File: src/rtl/div_pkg.sv
// Shared definitions for the signed sequential divider.
//   DEF_WIDTH    default operand width (dividend is twice this)
//   DEF_CNT_W    iteration counter width for the default width
//   div_state_e  controller state encoding
package div_pkg;

   localparam int DEF_WIDTH = 8;
   localparam int DEF_CNT_W = $clog2(DEF_WIDTH);

   typedef enum logic [1:0] {
      IDLE    = 2'd0,
      ITER    = 2'd1,
      CORRECT = 2'd2,
      DONE    = 2'd3
   } div_state_e;

endpackage

File: src/rtl/booth_companion_divider_if.sv
// Operand/result bundle of the divider.
//   start, dividend_in, divisor_in     : requester -> divider
//   busy, done, quotient_out,
//   remainder_out, div_by_zero,
//   overflow                           : divider -> requester
// Handshake: start is sampled on a rising edge only while busy=0; that
// edge captures the operands. busy stays high from the next cycle up to
// and including the single done cycle; start seen while busy=1 is
// dropped. Results and flags are valid while done=1 and hold afterwards.
interface booth_companion_divider_if #(
   parameter int WIDTH = 8
);

   logic                   start;
   logic [2*WIDTH-1:0]     dividend_in;
   logic [WIDTH-1:0]       divisor_in;
   logic                   busy;
   logic                   done;
   logic [WIDTH-1:0]       quotient_out;
   logic [WIDTH-1:0]       remainder_out;
   logic                   div_by_zero;
   logic                   overflow;

   modport master (
      output start, dividend_in, divisor_in,
      input  busy, done, quotient_out, remainder_out, div_by_zero, overflow
   );

   modport slave (
      input  start, dividend_in, divisor_in,
      output busy, done, quotient_out, remainder_out, div_by_zero, overflow
   );

endinterface

File: src/rtl/nrd_step.sv
// One radix-2 non-restoring division iteration on magnitudes.
//   r_in  : partial remainder, WIDTH+1 bits, two's complement
//   q_in  : dividend low bits / developing quotient
//   d_in  : divisor magnitude
//   r_out : partial remainder after shift and add/subtract
//   q_out : quotient register shifted with the new quotient bit
module nrd_step #(
   parameter int WIDTH = 8
) (
   input  logic [WIDTH:0]   r_in,
   input  logic [WIDTH-1:0] q_in,
   input  logic [WIDTH-1:0] d_in,
   output logic [WIDTH:0]   r_out,
   output logic [WIDTH-1:0] q_out
);

   logic [WIDTH:0] r_shift;
   logic [WIDTH:0] d_ext;
   logic [WIDTH:0] r_new;

   always_comb begin
      // |R| never exceeds the divisor, so dropping R's top bit while
      // shifting keeps 2R+bit exact in WIDTH+1 bits.
      r_shift = {r_in[WIDTH-1:0], q_in[WIDTH-1]};
      d_ext   = {1'b0, d_in};
      if (r_in[WIDTH] == 1'b0) begin
         r_new = r_shift - d_ext;
      end else begin
         r_new = r_shift + d_ext;
      end
      r_out = r_new;
      q_out = {q_in[WIDTH-2:0], ~r_new[WIDTH]};
   end

endmodule

File: src/rtl/booth_companion_divider.sv
// Signed 2W/W sequential divider, one quotient bit per clock.
//   clk, rst   : clock, asynchronous active-high reset
//   bus        : start/busy/done operand and result bundle (slave side)
//   state_dbg  : current controller state
// Quotient truncates toward zero; remainder takes the dividend's sign.
// Divide-by-zero and unrepresentable quotients finish with zeroed results
// and the matching flag set.
module booth_companion_divider
   import div_pkg::*;
#(
   parameter int WIDTH = DEF_WIDTH
) (
   input  logic                     clk,
   input  logic                     rst,
   booth_companion_divider_if.slave bus,
   output div_state_e               state_dbg
);

   localparam int CNT_W = $clog2(WIDTH);
   localparam logic [WIDTH-1:0] POS_MAX = {1'b0, {(WIDTH-1){1'b1}}};
   localparam logic [WIDTH-1:0] NEG_MAX = {1'b1, {(WIDTH-1){1'b0}}};

   div_state_e         state_q, state_d;
   logic [WIDTH:0]     r_q, r_d;
   logic [WIDTH-1:0]   q_q, q_d;
   logic [WIDTH-1:0]   d_q, d_d;
   logic               q_sign_q, q_sign_d;
   logic               r_sign_q, r_sign_d;
   logic [CNT_W-1:0]   count_q, count_d;
   logic [WIDTH-1:0]   quot_q, quot_d;
   logic [WIDTH-1:0]   rem_q, rem_d;
   logic               dbz_q, dbz_d;
   logic               ovf_q, ovf_d;

   logic [2*WIDTH-1:0] dvd_mag;
   logic [WIDTH-1:0]   dvs_mag;
   logic [WIDTH:0]     step_r;
   logic [WIDTH-1:0]   step_q;
   logic [WIDTH-1:0]   rem_mag;
   logic               q_range_err;

   nrd_step #(.WIDTH(WIDTH)) u_step (
      .r_in  (r_q),
      .q_in  (q_q),
      .d_in  (d_q),
      .r_out (step_r),
      .q_out (step_q)
   );

   always_comb begin
      state_d  = state_q;
      r_d      = r_q;
      q_d      = q_q;
      d_d      = d_q;
      q_sign_d = q_sign_q;
      r_sign_d = r_sign_q;
      count_d  = count_q;
      quot_d   = quot_q;
      rem_d    = rem_q;
      dbz_d    = dbz_q;
      ovf_d    = ovf_q;

      // Negation taken as unsigned 0-x: the most negative value maps to
      // its exact magnitude (e.g. 0x8000 -> 32768).
      dvd_mag = bus.dividend_in[2*WIDTH-1] ? ({(2*WIDTH){1'b0}} - bus.dividend_in)
                                           : bus.dividend_in;
      dvs_mag = bus.divisor_in[WIDTH-1] ? ({WIDTH{1'b0}} - bus.divisor_in)
                                        : bus.divisor_in;

      // Final restore step folded into WIDTH bits; the true remainder
      // lies in [0, |divisor|) so the carry out is irrelevant.
      rem_mag = r_q[WIDTH] ? (r_q[WIDTH-1:0] + d_q) : r_q[WIDTH-1:0];
      q_range_err = q_sign_q ? (q_q > NEG_MAX) : (q_q > POS_MAX);

      unique case (state_q)
         IDLE: begin
            if (bus.start) begin
               q_sign_d = bus.dividend_in[2*WIDTH-1] ^ bus.divisor_in[WIDTH-1];
               r_sign_d = bus.dividend_in[2*WIDTH-1];
               d_d      = dvs_mag;
               r_d      = {1'b0, dvd_mag[2*WIDTH-1:WIDTH]};
               q_d      = dvd_mag[WIDTH-1:0];
               count_d  = '0;
               dbz_d    = 1'b0;
               ovf_d    = 1'b0;
               if (bus.divisor_in == '0) begin
                  dbz_d   = 1'b1;
                  quot_d  = '0;
                  rem_d   = '0;
                  state_d = DONE;
               end else if (dvd_mag[2*WIDTH-1:WIDTH] >= dvs_mag) begin
                  // Quotient magnitude would need more than WIDTH bits.
                  ovf_d   = 1'b1;
                  quot_d  = '0;
                  rem_d   = '0;
                  state_d = DONE;
               end else begin
                  state_d = ITER;
               end
            end
         end
         ITER: begin
            r_d     = step_r;
            q_d     = step_q;
            count_d = count_q + CNT_W'(1);
            if (count_q == CNT_W'(WIDTH-1)) begin
               state_d = CORRECT;
            end
         end
         CORRECT: begin
            r_d = {1'b0, rem_mag};
            if (q_range_err) begin
               ovf_d  = 1'b1;
               quot_d = '0;
               rem_d  = '0;
            end else begin
               quot_d = q_sign_q ? ({WIDTH{1'b0}} - q_q) : q_q;
               rem_d  = r_sign_q ? ({WIDTH{1'b0}} - rem_mag) : rem_mag;
            end
            state_d = DONE;
         end
         DONE: begin
            state_d = IDLE;
         end
         default: begin
            state_d = IDLE;
         end
      endcase
   end

   always_ff @(posedge clk or posedge rst) begin
      if (rst) begin
         state_q  <= IDLE;
         r_q      <= '0;
         q_q      <= '0;
         d_q      <= '0;
         q_sign_q <= 1'b0;
         r_sign_q <= 1'b0;
         count_q  <= '0;
         quot_q   <= '0;
         rem_q    <= '0;
         dbz_q    <= 1'b0;
         ovf_q    <= 1'b0;
      end else begin
         state_q  <= state_d;
         r_q      <= r_d;
         q_q      <= q_d;
         d_q      <= d_d;
         q_sign_q <= q_sign_d;
         r_sign_q <= r_sign_d;
         count_q  <= count_d;
         quot_q   <= quot_d;
         rem_q    <= rem_d;
         dbz_q    <= dbz_d;
         ovf_q    <= ovf_d;
      end
   end

   assign bus.busy          = (state_q != IDLE);
   assign bus.done          = (state_q == DONE);
   assign bus.quotient_out  = quot_q;
   assign bus.remainder_out = rem_q;
   assign bus.div_by_zero   = dbz_q;
   assign bus.overflow      = ovf_q;
   assign state_dbg         = state_q;

endmodule
File: src/flat_wrapper.sv
// flat-port wrapper written by rule: the top's interface ports become plain ports
module booth_companion_divider_flat import div_pkg::*;
#(
   parameter int WIDTH = DEF_WIDTH
)
  (clk, rst, state_dbg, bus_start, bus_dividend_in, bus_divisor_in, bus_busy, bus_done, bus_quotient_out, bus_remainder_out, bus_div_by_zero, bus_overflow);
  booth_companion_divider_if #(.WIDTH(WIDTH)) bus_i ();
  input  logic clk;
  input  logic rst;
  output div_state_e state_dbg;
  input wire logic [$bits(bus_i.start)-1:0] bus_start;
  input wire logic [$bits(bus_i.dividend_in)-1:0] bus_dividend_in;
  input wire logic [$bits(bus_i.divisor_in)-1:0] bus_divisor_in;
  output wire logic [$bits(bus_i.busy)-1:0] bus_busy;
  output wire logic [$bits(bus_i.done)-1:0] bus_done;
  output wire logic [$bits(bus_i.quotient_out)-1:0] bus_quotient_out;
  output wire logic [$bits(bus_i.remainder_out)-1:0] bus_remainder_out;
  output wire logic [$bits(bus_i.div_by_zero)-1:0] bus_div_by_zero;
  output wire logic [$bits(bus_i.overflow)-1:0] bus_overflow;
  assign bus_i.start = bus_start;
  assign bus_i.dividend_in = bus_dividend_in;
  assign bus_i.divisor_in = bus_divisor_in;
  assign bus_busy = bus_i.busy;
  assign bus_done = bus_i.done;
  assign bus_quotient_out = bus_i.quotient_out;
  assign bus_remainder_out = bus_i.remainder_out;
  assign bus_div_by_zero = bus_i.div_by_zero;
  assign bus_overflow = bus_i.overflow;
  booth_companion_divider #(.WIDTH(WIDTH)) u_core (.clk(clk), .rst(rst), .bus(bus_i), .state_dbg(state_dbg));
endmodule
File: config.mk
export PLATFORM = sky130hd
export DESIGN_NAME = booth_companion_divider_flat
export DESIGN_NICKNAME = d
export VERILOG_FILES = /design/src/rtl/div_pkg.sv /design/src/rtl/booth_companion_divider_if.sv /design/src/rtl/nrd_step.sv /design/src/rtl/booth_companion_divider.sv /design/src/flat_wrapper.sv
export SDC_FILE = /design/constraint.sdc
export NUM_CORES = 1
export LEC_CHECK = 0
export ABC_AREA = 1
export CORE_MARGIN = 2
export CORE_UTILIZATION = 35
export CTS_BUF_LIST = sky130_fd_sc_hd__clkbuf_8
export CTS_CLUSTER_SIZE = 16
export DETAILED_ROUTE_END_ITERATION = 8
export PLACE_DENSITY_LB_ADDON = 0.05
export SLEW_MARGIN = 20
export SYNTH_ARGS = -nofsm -noshare
export SYNTH_HDL_FRONTEND = slang
export SYNTH_HIERARCHICAL = 1
export SYNTH_SLANG_ARGS = --single-unit
File: constraint.sdc
create_clock -name clk -period 4.8 [get_ports clk]
set_clock_uncertainty 0.15 [all_clocks]
set_input_delay 0.96 -clock clk [delete_from_list [all_inputs] [get_ports clk]]
set_output_delay 0.96 -clock clk [all_outputs]
set_load 0.02 [all_outputs]
==> metrics.yaml <==
cts-buffers-inserted: 5
antenna_violations_before_repair: 0
cts_hold_buf: 0
p_int_w: 0.00178
drive_gt1_share_pct: 5.85
floorplan.die_area_mm2: 0.0135
postCtsSetupBuffers: 0
number_of_vias_per_cell_after_detailed_routing: 4.67
number_of_synthesized_flops_with_an_enable_pin: 0
min_period_ns: 3.64
r2r_end: "u_core/q_q[0]"
cts_repair_resize_count: 0
reg2reg_setup_slack_ns: 1.91
grt_max_degree: 37
data_arrival_time_of_the_worst_path_ns: 3.72
main_synth_ff_type: "sky130_fd_sc_hd__dfrtp_1"
num_vias: 3981
grt_first_pass_wirelength_mm: 19.2
layout.cells.most_common: "sky130_fd_sc_hd__nand2_1"
timing.fmax_mhz: 275
drc: 0
reg2reg_depth: 15
hold_slack_ns: 0.336
detail_route.wl_per_cell_um: 13.6
finish.cell_count_without_fillers: 852
max-slew-margin-rel_pct: 51.1
status: "finished clean"
nets: 746
routabilityCongestion: 0.861
htree_num_levels: 2
timing_worst_setup_path_type: "in -> reg"
switching_share_pct: 54.8
rsz0062_at_grt: "false"
hold_crit_class: "reg -> reg"
yosys_register_bits: 50
drtIter0Drc: 275
setup.worst_path.start_class: "input pin"
hp-start: "u_core/count_q[0]"
initial_core_util_pct: 36.3
fill_cells: 1343
dpl.cell_count: 844
critical_path.max_fanout: 9
share_comb_of_total_power_pct: 71.6
clock_path_buffers: 2
netlist_area_mm2: 0.00439
cap_viol_max_count: 0
power_density_mw_per_mm2: 772
finish.instance_area_mm2: 0.00509
syn-num-nets: 706
timing.critical_path.slowest_cell_delay_ns: 0.42
die_width_um: 116
fin_tns_setup_ns: 0
hold_end: "u_core/count_q[0]"
finalSetupViolations: 0
number_of_library_cell_types_mapped_by_synthesis: 49
skew_pair_late_insertion_delay_ns: 0.33
p_seq_share_pct: 21.4
synthesis.area_per_instance_um2: 6.83
core_area_mm2: 0.0121
area_growth_pct: 15.8
min_delay_path_depth: 1
ys_warn_count: 6
placement.cell_area_mm2: 0.00499
overall_overflow_remaining_after_global_route: 0
worst-endpoint-required_ns: 4.88
placement_rows: 40
timing.critical_path.mode_cell: "sky130_fd_sc_hd__nand2_1"
drt.antenna.violating_nets: 0
end_of_flow_core_utilization_pct: 42.0
final_cell_mix: "sky130_fd_sc_hd__nand2_1, sky130_fd_sc_hd__inv_1, sky130_fd_sc_hd__dfrtp_1"
cts_num_sinks: 50
postSynth.asyncResetShare_pct: 100
design.portCount: 49
portBuffers: 48
totalWireLength_mm: 11.6
finalHoldViolCount: 0
antenna_cells_inserted: 0
synth.yosys.seq_area_share_pct: 28.5
drt_pre_antenna_iters: 4
clk_transition_reported_paths_ns: 0.12
timing_max_transition_violations_final: 0
net_switching_power_of_the_design_w: 0.00215
grt.total_usage_pct: 18.2
vdd_drop_max_v: 0.000332
worstSetupEndpointType: "flip-flop"
power_share_of_the_clock_group_pct: 7.0
timing.critical_path.slowest_stage_cell: "sky130_fd_sc_hd__clkdlybuf4s50_1"
fin_crit_sh_pct: 75.8
netlist_instances: 643
number_of_global_route_vias_before_repair: 3949
max_slew.worst_pin.slew_ns: 0.732
root_buf_cell: "sky130_fd_sc_hd__clkbuf_8"
place_hpwl_mm: 9.40
cp_cell_sequence: "clkdlybuf4s50_1 -> inv_1 -> nand3_1 -> nor3_2 -> nand4_1 -> nand2_1 -> xnor2_1 -> ha_1 -> a21oi_1 -> o21ai_0 -> nand2_1 -> nand4_2 -> nand3_2 -> clkinv_2 -> nand3_1 -> nand2_1"
floorplan.die.height_um: 116
leakage_nw: 2.60
reg2reg_from: "u_core/d_q[0]"
tritoncts: "built"
## layout make-up
class,count,area [um^2],area share [%]
clock buffer,5,68.8,1.35
sequential,50,1250,24.6
tap,168,210,4.13
timing repair buffer,50,495,9.74
multi-input combinational,474,2650,52.1
clock inverter,3,26.3,0.516
inverter,102,384,7.55
## routing by layer
metal,track usage (%),part of all wire (%)
met5,0,0
met3,3.09,3.0
met4,4.13,0.85
met2,29.9,45
met1,25.2,51
## cell families (layout without fill, tap and decap cells)
family | count (synthesis) | in the layout | synth area share [%]
adder cells (fa/ha/maj) | 36 | 36 | 10.6
XOR/XNOR | 33 | 33 | 6.75
AO/OA/AOI/OAI | 95 | 95 | 12.6
buffers and inverters | 119 | 160 | 11.2
AND/OR/NAND/NOR | 310 | 310 | 30.4
flip-flops | 50 | 50 | 28.5
## worst max-delay path: cells and delay by family
kind	cells	cell delay, ns
xor+xnor	1	0.19
fa+ha+maj	1	0.31
simple gates	9	1.33
buf+inv	3	0.68
compound gates	2	0.25
## sequential cells by signal, summed over array words and instances, names as in the netlist
signal                    cells
u_core/bus.quotient_out       8
u_core/q_sign_q               1
u_core/r_q                    9
u_core/d_q                    8
u_core/bus.div_by_zero        1
u_core/bus.overflow           1
u_core/state_dbg              2
u_core/bus.remainder_out      8
u_core/q_q                    8
u_core/r_sign_q               1
u_core/count_q                3
## cell usage after synthesis, drive strengths merged (2+ instances only)
cell | n | share of area [%]
clkbuf | 6 | 0.54
dfrtp | 50 | 28
a22oi | 2 | 0.34
nand3b | 5 | 0.85
nand4 | 7 | 1.1
ha | 34 | 9.7
clkinv | 4 | 0.37
xor2 | 24 | 5.0
fa | 2 | 0.91
nor3 | 5 | 0.80
nor2 | 50 | 4.4
o21ai | 51 | 6.3
a31oi | 3 | 0.43
o211ai | 6 | 1.0
o221ai | 3 | 0.60
or2 | 3 | 0.43
nand3 | 43 | 5.1
buf | 11 | 1.9
xnor2 | 9 | 1.8
nand2 | 194 | 17
inv | 98 | 8.4
a21oi | 23 | 2.7
## stage by stage
step / worst slack, ns / power (W)
4_1_cts: 1.17 / 0.00397
3_3_place_gp: 0.852 / 0.00365
3_5_place_dp: 0.808 / 0.00368
2_1_floorplan: 1.72 / 0.00296
6_report: 1.16 / 0.00393
5_1_grt: 0.918 / 0.00441
## power by group through the flow
stage	Combinational, W	Clock (W)	Sequential (W)
after detailed placement	0.00282	0	0.000854
final	0.00281	0.000273	0.000842
after global placement	0.00280	0	0.000852
after CTS	0.00283	0.000288	0.000845
after floorplan	0.00213	0	0.000835
after global routing	0.00323	0.000305	0.000875
## worst max-delay path by stage
stage	depth (start not counted)	slack [ns]	end	startpoint
floorplan	17	1.72	u_core/bus.remainder_out[0]	bus_dividend_in[0]
global placement	16	0.85	u_core/bus.remainder_out[7]	bus_dividend_in[2]
finish	16	1.16	u_core/bus.remainder_out[7]	bus_dividend_in[2]
CTS	16	1.17	u_core/bus.remainder_out[7]	bus_dividend_in[1]
global route	16	0.92	u_core/bus.remainder_out[5]	bus_dividend_in[1]
detailed placement	16	0.81	u_core/bus.remainder_out[7]	bus_dividend_in[1]
(Power assumes the default switching activity.)
